$ cat config.mk
export PLATFORM = sky130hd
export DESIGN_NAME = rf_alu_seq_flat
export DESIGN_NICKNAME = d
export VERILOG_FILES = /design/src/rtl/rf_alu_seq_pkg.sv /design/src/rtl/rf_alu_seq_if.sv /design/src/rtl/rf_alu_seq_flags.sv /design/src/rtl/rf_alu_seq.sv /design/src/flat_wrapper.sv
export SDC_FILE = /design/constraint.sdc
export NUM_CORES = 1
export LEC_CHECK = 0
export CORE_ASPECT_RATIO = 1.4
export CORE_MARGIN = 2
export CORE_UTILIZATION = 30
export CTS_CLUSTER_DIAMETER = 150
export DETAILED_ROUTE_END_ITERATION = 8
export GPL_TIMING_DRIVEN = 0
export HOLD_SLACK_MARGIN = 0.02
export PLACE_DENSITY = 0.61
export SKIP_CTS_REPAIR_TIMING = 1
export SLEW_MARGIN = 10
export SYNTH_ARGS = -nofsm -noshare
export SYNTH_HDL_FRONTEND = slang
export SYNTH_SLANG_ARGS = --single-unit
$ cat constraint.sdc
create_clock -name Clk -period 1.7 [get_ports Clk]
set_input_delay 0.17 -clock Clk [delete_from_list [all_inputs] [get_ports Clk]]
set_output_delay 0.17 -clock Clk [all_outputs]
set_load 0.01 [all_outputs]
$ cat src/rtl/rf_alu_seq_pkg.sv
// Shared encodings for the rf_alu_seq command sequencer: command types,
// FSM states and NZCV bit positions.
package rf_alu_seq_pkg;

   typedef enum logic [1:0] {
      CMD_LOAD = 2'b00,
      CMD_ALU  = 2'b01,
      CMD_READ = 2'b10,
      CMD_RSVD = 2'b11
   } cmd_type_e;

   typedef enum logic [1:0] {
      ST_IDLE   = 2'b00,
      ST_EXEC   = 2'b01,
      ST_VERIFY = 2'b10,
      ST_RESP   = 2'b11
   } state_e;

   localparam int NZCV_N = 3;
   localparam int NZCV_Z = 2;
   localparam int NZCV_C = 1;
   localparam int NZCV_V = 0;

endpackage

$ cat src/rtl/rf_alu_seq_if.sv
// Host-side command/response channels of rf_alu_seq; the host is the master.
interface rf_alu_seq_if #(
   parameter int ADDR = 4,
   parameter int SIZE = 32
);
   logic            Cmd_Valid;
   logic            Cmd_Ready;
   logic [1:0]      Cmd_Type;
   logic [3:0]      Cmd_OP;
   logic            Cmd_SCO;
   logic [ADDR-1:0] Cmd_Rs1;
   logic [ADDR-1:0] Cmd_Rs2;
   logic [ADDR-1:0] Cmd_Rd;
   logic [SIZE-1:0] Cmd_Data;
   logic            Rsp_Valid;
   logic            Rsp_Ready;
   logic [SIZE-1:0] Rsp_Data;
   logic [3:0]      Rsp_NZCV;
   logic            Rsp_Err;

   modport master (
      output Cmd_Valid, Cmd_Type, Cmd_OP, Cmd_SCO, Cmd_Rs1, Cmd_Rs2, Cmd_Rd, Cmd_Data, Rsp_Ready,
      input  Cmd_Ready, Rsp_Valid, Rsp_Data, Rsp_NZCV, Rsp_Err
   );

   modport slave (
      input  Cmd_Valid, Cmd_Type, Cmd_OP, Cmd_SCO, Cmd_Rs1, Cmd_Rs2, Cmd_Rd, Cmd_Data, Rsp_Ready,
      output Cmd_Ready, Rsp_Valid, Rsp_Data, Rsp_NZCV, Rsp_Err
   );
endinterface

$ cat src/rtl/rf_alu_seq_flags.sv
// NZCV flag register; carry and overflow are fed straight back to the ALU.
module rf_alu_seq_flags
   import rf_alu_seq_pkg::*;
(
   input  logic       clk,
   input  logic       clr,
   input  logic       ld_en,
   input  logic [3:0] nzcv_in,
   output logic [3:0] nzcv,
   output logic       cf,
   output logic       vf
);
   logic [3:0] nzcv_d, nzcv_q;

   always_comb begin
      nzcv_d = nzcv_q;
      if (ld_en) nzcv_d = nzcv_in;
   end

   always_ff @(posedge clk) begin
      if (clr) nzcv_q <= 4'b0000;
      else     nzcv_q <= nzcv_d;
   end

   assign nzcv = nzcv_q;
   assign cf   = nzcv_q[NZCV_C];
   assign vf   = nzcv_q[NZCV_V];
endmodule

$ cat src/rtl/rf_alu_seq.sv
// Command sequencer for the register-file + ALU datapath.
// Optional read-back check of LOAD/ALU writes: define RF_ALU_SEQ_VERIFY_EN.
module rf_alu_seq
   import rf_alu_seq_pkg::*;
#(
   parameter int ADDR = 4,
   parameter int SIZE = 32
) (
   input  logic            Clk,
   input  logic            Clr,
   rf_alu_seq_if.slave     bus,
   output logic            Write_Reg,
   output logic            Write_Select,
   output logic [ADDR-1:0] R_Addr_A,
   output logic [ADDR-1:0] R_Addr_B,
   output logic [ADDR-1:0] R_Addr_C,
   output logic [ADDR-1:0] W_Addr,
   output logic [SIZE-1:0] Input_Data,
   output logic [3:0]      OP,
   output logic            SCO,
   output logic            CF,
   output logic            VF,
   input  logic [SIZE-1:0] R_Data_C,
   input  logic [SIZE-1:0] F,
   input  logic            N,
   input  logic            Z,
   input  logic            C,
   input  logic            V
);
   state_e          state_d, state_q;
   cmd_type_e       typ_d, typ_q;
   logic [3:0]      op_d, op_q;
   logic            sco_d, sco_q;
   logic [ADDR-1:0] rs1_d, rs1_q, rs2_d, rs2_q, rd_d, rd_q;
   logic [SIZE-1:0] data_d, data_q, res_d, res_q;
   logic            err_d, err_q;
   logic            accept, is_wr;
   logic [3:0]      nzcv;

   assign accept = bus.Cmd_Valid & bus.Cmd_Ready;
   assign is_wr  = (typ_q == CMD_LOAD) || (typ_q == CMD_ALU);

   always_ff @(posedge Clk) begin
      if (Clr) state_q <= ST_IDLE;
      else     state_q <= state_d;
   end

   always_comb begin
      state_d = state_q;
      case (state_q)
         ST_IDLE: if (accept) state_d = ST_EXEC;
`ifdef RF_ALU_SEQ_VERIFY_EN
         ST_EXEC:   state_d = is_wr ? ST_VERIFY : ST_RESP;
         ST_VERIFY: state_d = ST_RESP;
`else
         ST_EXEC:   state_d = ST_RESP;
`endif
         ST_RESP: if (bus.Rsp_Ready) state_d = ST_IDLE;
         default: state_d = ST_IDLE;
      endcase
   end

   // Command latch and result capture; the latched fields also drive the
   // datapath, so those outputs hold between commands.
   always_comb begin
      typ_d  = typ_q;
      op_d   = op_q;
      sco_d  = sco_q;
      rs1_d  = rs1_q;
      rs2_d  = rs2_q;
      rd_d   = rd_q;
      data_d = data_q;
      res_d  = res_q;
      err_d  = err_q;
      if (accept) begin
         typ_d  = cmd_type_e'(bus.Cmd_Type);
         op_d   = bus.Cmd_OP;
         sco_d  = bus.Cmd_SCO;
         rs1_d  = bus.Cmd_Rs1;
         rs2_d  = bus.Cmd_Rs2;
         rd_d   = bus.Cmd_Rd;
         data_d = bus.Cmd_Data;
      end
      if (state_q == ST_EXEC) begin
         err_d = 1'b0;
         case (typ_q)
            CMD_LOAD: res_d = data_q;
            CMD_ALU:  res_d = F;
            CMD_READ: res_d = R_Data_C;
            default: begin
               res_d = '0;
               err_d = 1'b1;
            end
         endcase
      end
`ifdef RF_ALU_SEQ_VERIFY_EN
      if (state_q == ST_VERIFY && R_Data_C != res_q) err_d = 1'b1;
`endif
   end

   always_ff @(posedge Clk) begin
      if (Clr) begin
         typ_q  <= CMD_LOAD;
         op_q   <= '0;
         sco_q  <= 1'b0;
         rs1_q  <= '0;
         rs2_q  <= '0;
         rd_q   <= '0;
         data_q <= '0;
         res_q  <= '0;
         err_q  <= 1'b0;
      end else begin
         typ_q  <= typ_d;
         op_q   <= op_d;
         sco_q  <= sco_d;
         rs1_q  <= rs1_d;
         rs2_q  <= rs2_d;
         rd_q   <= rd_d;
         data_q <= data_d;
         res_q  <= res_d;
         err_q  <= err_d;
      end
   end

   always_comb begin
      bus.Cmd_Ready = (state_q == ST_IDLE) & ~Clr;
      bus.Rsp_Valid = (state_q == ST_RESP);
      bus.Rsp_Data  = res_q;
      bus.Rsp_NZCV  = nzcv;
      bus.Rsp_Err   = err_q;
      Write_Reg     = (state_q == ST_EXEC) & is_wr;
      Write_Select  = (typ_q == CMD_LOAD);
      R_Addr_A      = rs1_q;
      R_Addr_B      = rs2_q;
      R_Addr_C      = rd_q;
      W_Addr        = rd_q;
      Input_Data    = data_q;
      OP            = op_q;
      SCO           = sco_q;
   end

   rf_alu_seq_flags u_flags (
      .clk     (Clk),
      .clr     (Clr),
      .ld_en   ((state_q == ST_EXEC) && (typ_q == CMD_ALU)),
      .nzcv_in ({N, Z, C, V}),
      .nzcv    (nzcv),
      .cf      (CF),
      .vf      (VF)
   );
endmodule

$ cat src/flat_wrapper.sv
// flat-port wrapper written by rule: the top's interface ports become plain ports
module rf_alu_seq_flat import rf_alu_seq_pkg::*;
#(
   parameter int ADDR = 4,
   parameter int SIZE = 32
)
  (Clk, Clr, Write_Reg, Write_Select, R_Addr_A, R_Addr_B, R_Addr_C, W_Addr, Input_Data, OP, SCO, CF, VF, R_Data_C, F, N, Z, C, V, bus_Cmd_Valid, bus_Cmd_Type, bus_Cmd_OP, bus_Cmd_SCO, bus_Cmd_Rs1, bus_Cmd_Rs2, bus_Cmd_Rd, bus_Cmd_Data, bus_Rsp_Ready, bus_Cmd_Ready, bus_Rsp_Valid, bus_Rsp_Data, bus_Rsp_NZCV, bus_Rsp_Err);
  rf_alu_seq_if #(.ADDR(ADDR), .SIZE(SIZE)) bus_i ();
  input  logic Clk;
  input  logic Clr;
  output logic Write_Reg;
  output logic Write_Select;
  output logic [ADDR-1:0] R_Addr_A;
  output logic [ADDR-1:0] R_Addr_B;
  output logic [ADDR-1:0] R_Addr_C;
  output logic [ADDR-1:0] W_Addr;
  output logic [SIZE-1:0] Input_Data;
  output logic [3:0] OP;
  output logic SCO;
  output logic CF;
  output logic VF;
  input  logic [SIZE-1:0] R_Data_C;
  input  logic [SIZE-1:0] F;
  input  logic N;
  input  logic Z;
  input  logic C;
  input  logic V;
  input wire logic [$bits(bus_i.Cmd_Valid)-1:0] bus_Cmd_Valid;
  input wire logic [$bits(bus_i.Cmd_Type)-1:0] bus_Cmd_Type;
  input wire logic [$bits(bus_i.Cmd_OP)-1:0] bus_Cmd_OP;
  input wire logic [$bits(bus_i.Cmd_SCO)-1:0] bus_Cmd_SCO;
  input wire logic [$bits(bus_i.Cmd_Rs1)-1:0] bus_Cmd_Rs1;
  input wire logic [$bits(bus_i.Cmd_Rs2)-1:0] bus_Cmd_Rs2;
  input wire logic [$bits(bus_i.Cmd_Rd)-1:0] bus_Cmd_Rd;
  input wire logic [$bits(bus_i.Cmd_Data)-1:0] bus_Cmd_Data;
  input wire logic [$bits(bus_i.Rsp_Ready)-1:0] bus_Rsp_Ready;
  output wire logic [$bits(bus_i.Cmd_Ready)-1:0] bus_Cmd_Ready;
  output wire logic [$bits(bus_i.Rsp_Valid)-1:0] bus_Rsp_Valid;
  output wire logic [$bits(bus_i.Rsp_Data)-1:0] bus_Rsp_Data;
  output wire logic [$bits(bus_i.Rsp_NZCV)-1:0] bus_Rsp_NZCV;
  output wire logic [$bits(bus_i.Rsp_Err)-1:0] bus_Rsp_Err;
  assign bus_i.Cmd_Valid = bus_Cmd_Valid;
  assign bus_i.Cmd_Type = bus_Cmd_Type;
  assign bus_i.Cmd_OP = bus_Cmd_OP;
  assign bus_i.Cmd_SCO = bus_Cmd_SCO;
  assign bus_i.Cmd_Rs1 = bus_Cmd_Rs1;
  assign bus_i.Cmd_Rs2 = bus_Cmd_Rs2;
  assign bus_i.Cmd_Rd = bus_Cmd_Rd;
  assign bus_i.Cmd_Data = bus_Cmd_Data;
  assign bus_i.Rsp_Ready = bus_Rsp_Ready;
  assign bus_Cmd_Ready = bus_i.Cmd_Ready;
  assign bus_Rsp_Valid = bus_i.Rsp_Valid;
  assign bus_Rsp_Data = bus_i.Rsp_Data;
  assign bus_Rsp_NZCV = bus_i.Rsp_NZCV;
  assign bus_Rsp_Err = bus_i.Rsp_Err;
  rf_alu_seq #(.ADDR(ADDR), .SIZE(SIZE)) u_core (.Clk(Clk), .Clr(Clr), .bus(bus_i), .Write_Reg(Write_Reg), .Write_Select(Write_Select), .R_Addr_A(R_Addr_A), .R_Addr_B(R_Addr_B), .R_Addr_C(R_Addr_C), .W_Addr(W_Addr), .Input_Data(Input_Data), .OP(OP), .SCO(SCO), .CF(CF), .VF(VF), .R_Data_C(R_Data_C), .F(F), .N(N), .Z(Z), .C(C), .V(V));
endmodule
## After elaboration in Yosys (flattened, before gate mapping)

Index checks and enable logic that the tools add are counted.

- Equality and inequality tests: 6
- Multiplexer cells: 5
- Bitwise gates (word level): 4
- Reduce and logical (&&, ||, !) cells: 6

Operators by type and width:

| operator | number |
|---|---|
| one-hot mux 32 bit (3 select lines) | 1 |
| one-hot mux 2 bit (3 select lines) | 1 |
| equality test 2 x 1 -> 1 bit (second input constant) | 2 |
| equality test 2 bit (second input constant) | 2 |
| zero test 2 bit | 2 |
| two-way mux 2 bit | 2 |
| bitwise AND 1 bit | 3 |
| OR reduction 3 bit | 1 |
| inequality test 2 x 1 -> 1 bit (second input constant) | 1 |
| inequality test 2 bit (second input constant) | 1 |
| AND reduction 2 bit | 1 |
| logical AND 1 bit | 1 |
| logical OR 1 bit | 1 |
| two-way mux 1 bit | 1 |
| inverter 1 bit | 1 |

- Register bits: 90
- Input bits: 123
- Output and inout bits: 96
- Logic and storage cells: 32

## Logic depth before layout (Yosys ltp)

Gate-level depths: netlist of run 1.

- Word-level depth: 5
- Mapped depth: 5
- Mapped depth without buffers: 3

## Modules after synthesis

Synthesis of run 1 repeated with hierarchy kept, for this count alone.

- Cells, all modules: 441
- Area, all modules: 4100.2 µm²

By module, submodules not included:

| module | instances | cells an instance | area an instance (µm²) | seq. area each (µm²) |
|---|---|---|---|---|
| rf_alu_seq | 1 | 426 | 3945.0 | 1721.7 |
| rf_alu_seq_flags | 1 | 15 | 155.1 | 80.1 |

## Least setup slack after synthesis of run 1

OpenSTA, ideal clock, no wires.

- Kind: register to register
- Start: register u_core.typ_q[0]
- End: register u_core.res_q[0] (netlist: u_core.bus.Rsp_Data[0])
- Setup time: 0.146 ns
- Arrival: 1.233 ns
- Required time: 1.554 ns
- Path slack: 0.321 ns
- Stages on the path, launching flop included: 6
- Buffers on the path: 2
- Clock period less this slack: 1.379 ns
- Cell sequence: dfxtp_1 -> buf_4 -> buf_6 -> mux2_2 -> a222oi_1 -> a211oi_2

- Cells in the longest elaborated chain, start to end: 2
- Elaborated cells on any way between the ends: 4
- Classes of those cells: eq/ne (2); mux (1); reduce/logical (1)

Ends and longest elaborated chain:

| element | RTL line | text |
|---|---|---|
| start: declaration | rf_alu_seq.sv:31 | `cmd_type_e typ_d, typ_q;` |
| start signal: assignment | rf_alu_seq.sv:113 | `typ_q <= typ_d;` |
| equality test 2 bit (tied with other cells) | rf_alu_seq.sv:86 | `case (typ_q)` |
| one-hot mux 32 bit (3 select lines) (*) | rf_alu_seq.sv:86 |  |
| end signal: assignment | rf_alu_seq.sv:120 | `res_q <= res_d;` |
| end: declaration | rf_alu_seq.sv:35 | `logic [SIZE-1:0] data_d, data_q, res_d, res_q;` |

Every way passes the cells marked *; elsewhere a longest branch is shown, timed or not.
A chain may end at the register's enable or synchronous reset.

## Worst setup path in the final report of run 1

- Start: register u_core.typ_q[0]
- End: register u_core.res_q[28] (netlist: u_core.bus.Rsp_Data[28])

Same word-level chain as after synthesis.

==> qor.yml, run 1 <==
p_per_area_nw_per_um2: 866
drt_iter0_markers: 259
clockPowerShare_pct: 32.4
grt-ovfl-total: 0
syn_avg_cell_area_um2: 9.32
cp-end-kind: "flop"
grt_pass1_wl_um: 22200
clockRootBuffer: "clkbuf_16"
hold_ws_ns: 0.364
fin_nets: 793
syn_nets: 564
syn_area_um2: 4110
die_area_um2: 14700
antennaDiodeCount: 0
grt_antenna_before_repair: 0
crit_start: "u_core.typ_q[0]"
pwr-share-seq_pct: 40.5
via_per_inst: 4.83
rows: 50
clock_latency_ns: 0.34
reg2reg_slack_ns: 0.05
drt-total-wl_um: 14900
dieHeight_um: 142
synth_cell_types: 27
h-tree-depth: 3
synth_cells: 441
leakage_uw: 0.00244
period_share_pct: 97.0
cp-start-kind: "flop"
clkSlewWorstSetupHoldPaths_ns: 0.06
cp_max_fo: 10
critical_path_class: "flop to flop"
first_global_vias: 4128
ys_seq_area_share_pct: 43.8
final_util_pct: 51.0
dp_hpwl_um: 11600
grt_max_degree: 14
top_layer_used: "met4"
p_total_uw: 5920
vdd_drop_max_mv: 0.411
gr-usage-all-layers_pct: 19.9
fillerInstances: 1336
ant_nets: 0
setup_tns_ns: 0
cts_tree: "built"
num_io_pins: 219
hp-class: "input pin to flop"
clock.fmax_mhz: 607
syn_to_final_growth_pct: 66.3
finalHoldViolCount: 0
cts_buffer_depth: 2
slew_viol_final: 0
ys_seq_elements: 90
comb_power_share_pct: 27.1
power.switching_uw: 1650
place.gp.congestion: 0.822
wl_met3_um: 1260
skew_ns: 0.00592
core_area_um2: 13400
switching_share_pct: 27.9
cp.arrival_ns: 1.84
drive_above_1_share_pct: 17.6
setup_viol: 0
hp-start: "bus_Cmd_Data[5]"
status: "complete, no violations"
rsz0062_at_grt: "no"
drc: 0
p_int_uw: 4260
vias: 4142
drt-met1-wl_um: 5700
wire_per_inst_um: 17.4
dr.pass1.iters: 8
cts.sinks: 90
maxCapViolations: 0
required_ns: 1.90
wl_met2_um: 7640
floorplan.initialDensity_pct: 30.7
die_width_um: 103
worstMarginPinSlew_ns: 0.749
maxSlewHeadroom_pct: 50.1
cts_buffers: 9
yosys_warnings: 0
rr_startpoint: "u_core.typ_q[0]"
portBuffers: 218
final.min_clock_period_ns: 1.65
==> stage by stage <==
| stage | worst slack, ns | std cells | area, µm² |
|---|---|---|---|
| finish | 0.0517 | 857 | 6830 |
| global route | 0.00899 | 857 | 6830 |
| CTS | -0.482 | 857 | 6800 |
| detailed placement | -0.259 | 841 | 6520 |
| global placement | -0.247 | 841 | 6520 |
| floorplan | 0.321 | 441 | 4110 |
==> layout make-up <==
type	count	area, µm²	area share (%)
flip-flops and latches	90	1810	26.4
plain buffers	47	325	4.76
multi-input cells	302	2000	29.3
clock buffers	14	274	4.01
clock inverters	2	10.0	0.146
inverters	2	7.51	0.110
well taps	182	228	3.33
repair buffers	218	2180	31.9
==> final timing paths <==
check,end,cells past startpoint
max reg2reg,u_core.bus.Rsp_Data[28],5
max,u_core.bus.Rsp_Data[28],5
min,u_core.Input_Data[5],3
min reg2reg,u_core.R_Addr_A[2],2
==> synth_stat cells, drive strengths merged <==
cell | instances | share of area (%)
nand2 | 134 | 12
dfxtp | 90 | 44
o21ai | 50 | 6.1
a211oi | 32 | 9.5
a222oi | 32 | 7.8
mux2 | 32 | 8.8
buf | 31 | 6.2
clkbuf | 16 | 1.5
nor2 | 6 | 0.55
mux2i | 4 | 0.97
and3 | 2 | 0.30
nand2b | 2 | 0.30
a21o | 1 | 0.37
and2 | 1 | 0.15
clkinv | 1 | 0.091
inv | 1 | 0.091
nor2b | 1 | 0.21
nor3 | 1 | 0.12
nor4b | 1 | 0.37
nor4bb | 1 | 0.24
o31ai | 1 | 0.18
or2 | 1 | 0.15
==> logic make-up (layout without fill, tap and decap cells) <==
logic type,Yosys count,in the layout,share of synthesized area (%)
flip-flops,90,90,43.8
multiplexers,36,36,9.74
buffers and inverters,49,283,7.85
AO/OA/AOI/OAI,116,116,23.9
AND/OR/NAND/NOR,150,150,14.6
==> placed cells by master, fill, tap and decap left out, drive strengths merged, types with 6 or more instances in the layout <==
master,Yosys,layout
buf,31,31
o21ai,50,50
a222oi,32,32
clkdlybuf4s50,0,215
dfxtp,90,90
a211oi,32,32
clkbuf,16,31
nor2,6,6
mux2,32,32
nand2,134,134
==> worst max-delay path: stages, from the launching register on <==
cell      delay [ns]
dfxtp_1         0.32
buf_4           0.21
buf_6           0.19
mux2_2          0.35
a222oi_1        0.36
a211oi_2        0.08
==> flip-flops by register name (all words and copies together), names as in the netlist <==
register and flops:
u_core.typ_q 2, u_core.OP 4, u_core.SCO 1, u_core.Input_Data 32, u_core.R_Addr_B 4, u_core.state_q 2, u_core.bus.Rsp_Err 1, u_core.R_Addr_C 4
u_core.u_flags.nzcv 4, u_core.bus.Rsp_Data 32, u_core.R_Addr_A 4
==> power groups by stage <==
stage               Clock [µW]  Combinational [µW]  Sequential, µW
global route              2070                1730            2410
finish                    1920                1600            2390
detailed placement           0                1610            2430
global placement             0                1590            2430
floorplan                    0                 720            2480
CTS                       1970                1610            2390
==> layer usage <==
metal / vias to the layer above / track usage (%)
li1: 2046 / -
met3: 17 / 6.19
met2: 172 / 35.6
met1: 1907 / 22.3
met5: - / 0
met4: 0 / 6.02
No activity file was read; power rests on OpenSTA's default activity.
==> run 2, diff against run 1 <==
--- a/config.mk
+++ b/config.mk
@@ -8,6 +8,7 @@
 export CORE_ASPECT_RATIO = 1.4
 export CORE_MARGIN = 2
 export CORE_UTILIZATION = 30
+export CTS_BUF_LIST = sky130_fd_sc_hd__clkbuf_2
 export CTS_CLUSTER_DIAMETER = 150
 export DETAILED_ROUTE_END_ITERATION = 8
 export GPL_TIMING_DRIVEN = 0
==> qor.yml, run 2 (synthesis results as in run 1) <==
grt_max_degree: 14
p_int_uw: 3390
fin_area_um2: 7140
failed_checks: "setup timing"
p_per_area_nw_per_um2: 694
clockPowerShare_pct: 18.1
skew_ns: 0.0195
num_io_pins: 219
finalNonFillerCells: 881
cts_buffer_depth: 2
pwr-share-seq_pct: 48.6
layout_commonest_cell: "nand2_1"
dp_hpwl_um: 11600
worstMarginPinSlew_ns: 0.751
grt_antenna_before_repair: 1
cts_tree: "built"
first_global_vias: 4103
period_share_pct: 104
placed_cells: 841
die_area_um2: 14700
clockRootBuffer: "clkbuf_2"
via_per_inst: 4.84
maxCapViolations: 0
clkSlewWorstSetupHoldPaths_ns: 0.23
layout_common_cells: "134 x nand2_1, 125 x clkdlybuf4s50_1, 91 x dlymetal6s2s_1"
syn_to_final_growth_pct: 73.6
critical_path_class: "flop to output pin"
drive_above_1_share_pct: 31.7
fin_ws_ns: -0.0607
leakage_uw: 0.00405
setup_tns_ns: -0.0607
final.min_clock_period_ns: 1.76
clock.fmax_mhz: 568
finalHoldViolCount: 0
setup_viol: 1
hold_ws_ns: 0.131
grt-ovfl-total: 0
wire_per_inst_um: 17.3
cp_max_fo: 10
required_ns: 1.53
vias: 4260
cp.arrival_ns: 1.59
floorplan.initialDensity_pct: 30.7
grt_pass1_wl_um: 22200
portBuffers: 218
switching_share_pct: 31.6
vdd_drop_max_mv: 0.397
slew_viol_final: 0
rows: 50
ant_nets: 0
h-tree-depth: 3
comb_power_share_pct: 33.3
die_width_um: 103
maxSlewHeadroom_pct: 49.9
core_area_um2: 13400
drt_iter0_markers: 299
pre_cts_ws_ns: -0.259
gr-usage-all-layers_pct: 19.8
place.gp.congestion: 0.822
cp-start-kind: "flop"
cts.sinks: 90
power.switching_uw: 1560
rsz0062_at_grt: "yes"
drt-total-wl_um: 15300
clock_latency_ns: 0.53
hp-class: "input pin to flop"
dieHeight_um: 142
cts_buffers: 9
dr.pass1.iters: 8
drc: 0
fin_nets: 816
placed_cell_area_um2: 6520
cp-end-kind: "output pin"
status: "finished with violations"
[run 2: changes by cell type in the layout (fill, tap and decap cells not counted), moves of 2 or more]
cell | previous run | this run
dfxtp_2 | 3 | 80
dfxtp_4 | 0 | 2
dfxtp_1 | 87 | 8
clkdlybuf4s50_1 | 215 | 125
clkbuf_2 | 4 | 14
buf_4 | 10 | 31
clkbuf_8 | 3 | 0
clkinv_1 | 1 | 4
clkbuf_16 | 9 | 0
dlymetal6s2s_1 | 2 | 91
[run 2: final cells by class]
class,instances,area (µm²)
Fill cell,1312,6250
Timing Repair Buffer,241,2570
Multi-Input combinational cell,302,2000
Sequential cell,90,1910
Buffer,47,344
Tap cell,182,228
Clock buffer,11,55.1
Clock inverter,5,21.3
Inverter,2,7.51
Antenna cell,1,2.50
[run 2: layer usage]
metal	routed length [µm]	share of wire [%]	track usage, %
met3	1220	8.0	5.60
met5	0	0	0
met1	5890	39	22.3
met4	292	1.9	6.79
met2	7880	52	35.3
[run 2: per-stage QoR]
stage / util (%) / power, µW
after global routing: 53.3 / 5250
after floorplan: - / 3200
final: 53.3 / 4950
after global placement: 48.7 / 4020
after detailed placement: 48.7 / 4040
after CTS: 49.3 / 4960
[run 2: path summary, 6_finish.rpt]
| path | from | to | slack (ns) | cells after the start |
|---|---|---|---|---|
| max reg2reg | u_core.typ_q[0] | u_core.bus.Rsp_Data[28] | 0.08 | 5 |
| min | bus_Cmd_Data[5] | u_core.Input_Data[5] | 0.13 | 3 |
| min reg2reg | u_core.SCO | u_core.SCO | 0.46 | 2 |
| max | u_core.state_q[1] | Write_Reg | -0.06 | 5 |
[run 2: power groups by stage]
| stage | Clock [µW] | Sequential [µW] | Combinational, µW |
|---|---|---|---|
| 6_report | 897 | 2400 | 1650 |
| 5_1_grt | 1050 | 2430 | 1770 |
| 4_1_cts | 949 | 2390 | 1610 |
| 3_5_place_dp | 0 | 2430 | 1610 |
| 3_3_place_gp | 0 | 2430 | 1590 |
| 2_1_floorplan | 0 | 2480 | 720 |
[run 2: critical path: stages, from the launching register on]
cell and delay, ns:
dfxtp_4 0.41, nand2b_4 0.16, buf_6 0.15, buf_6 0.14, nor2_2 0.08, buf_2 0.13
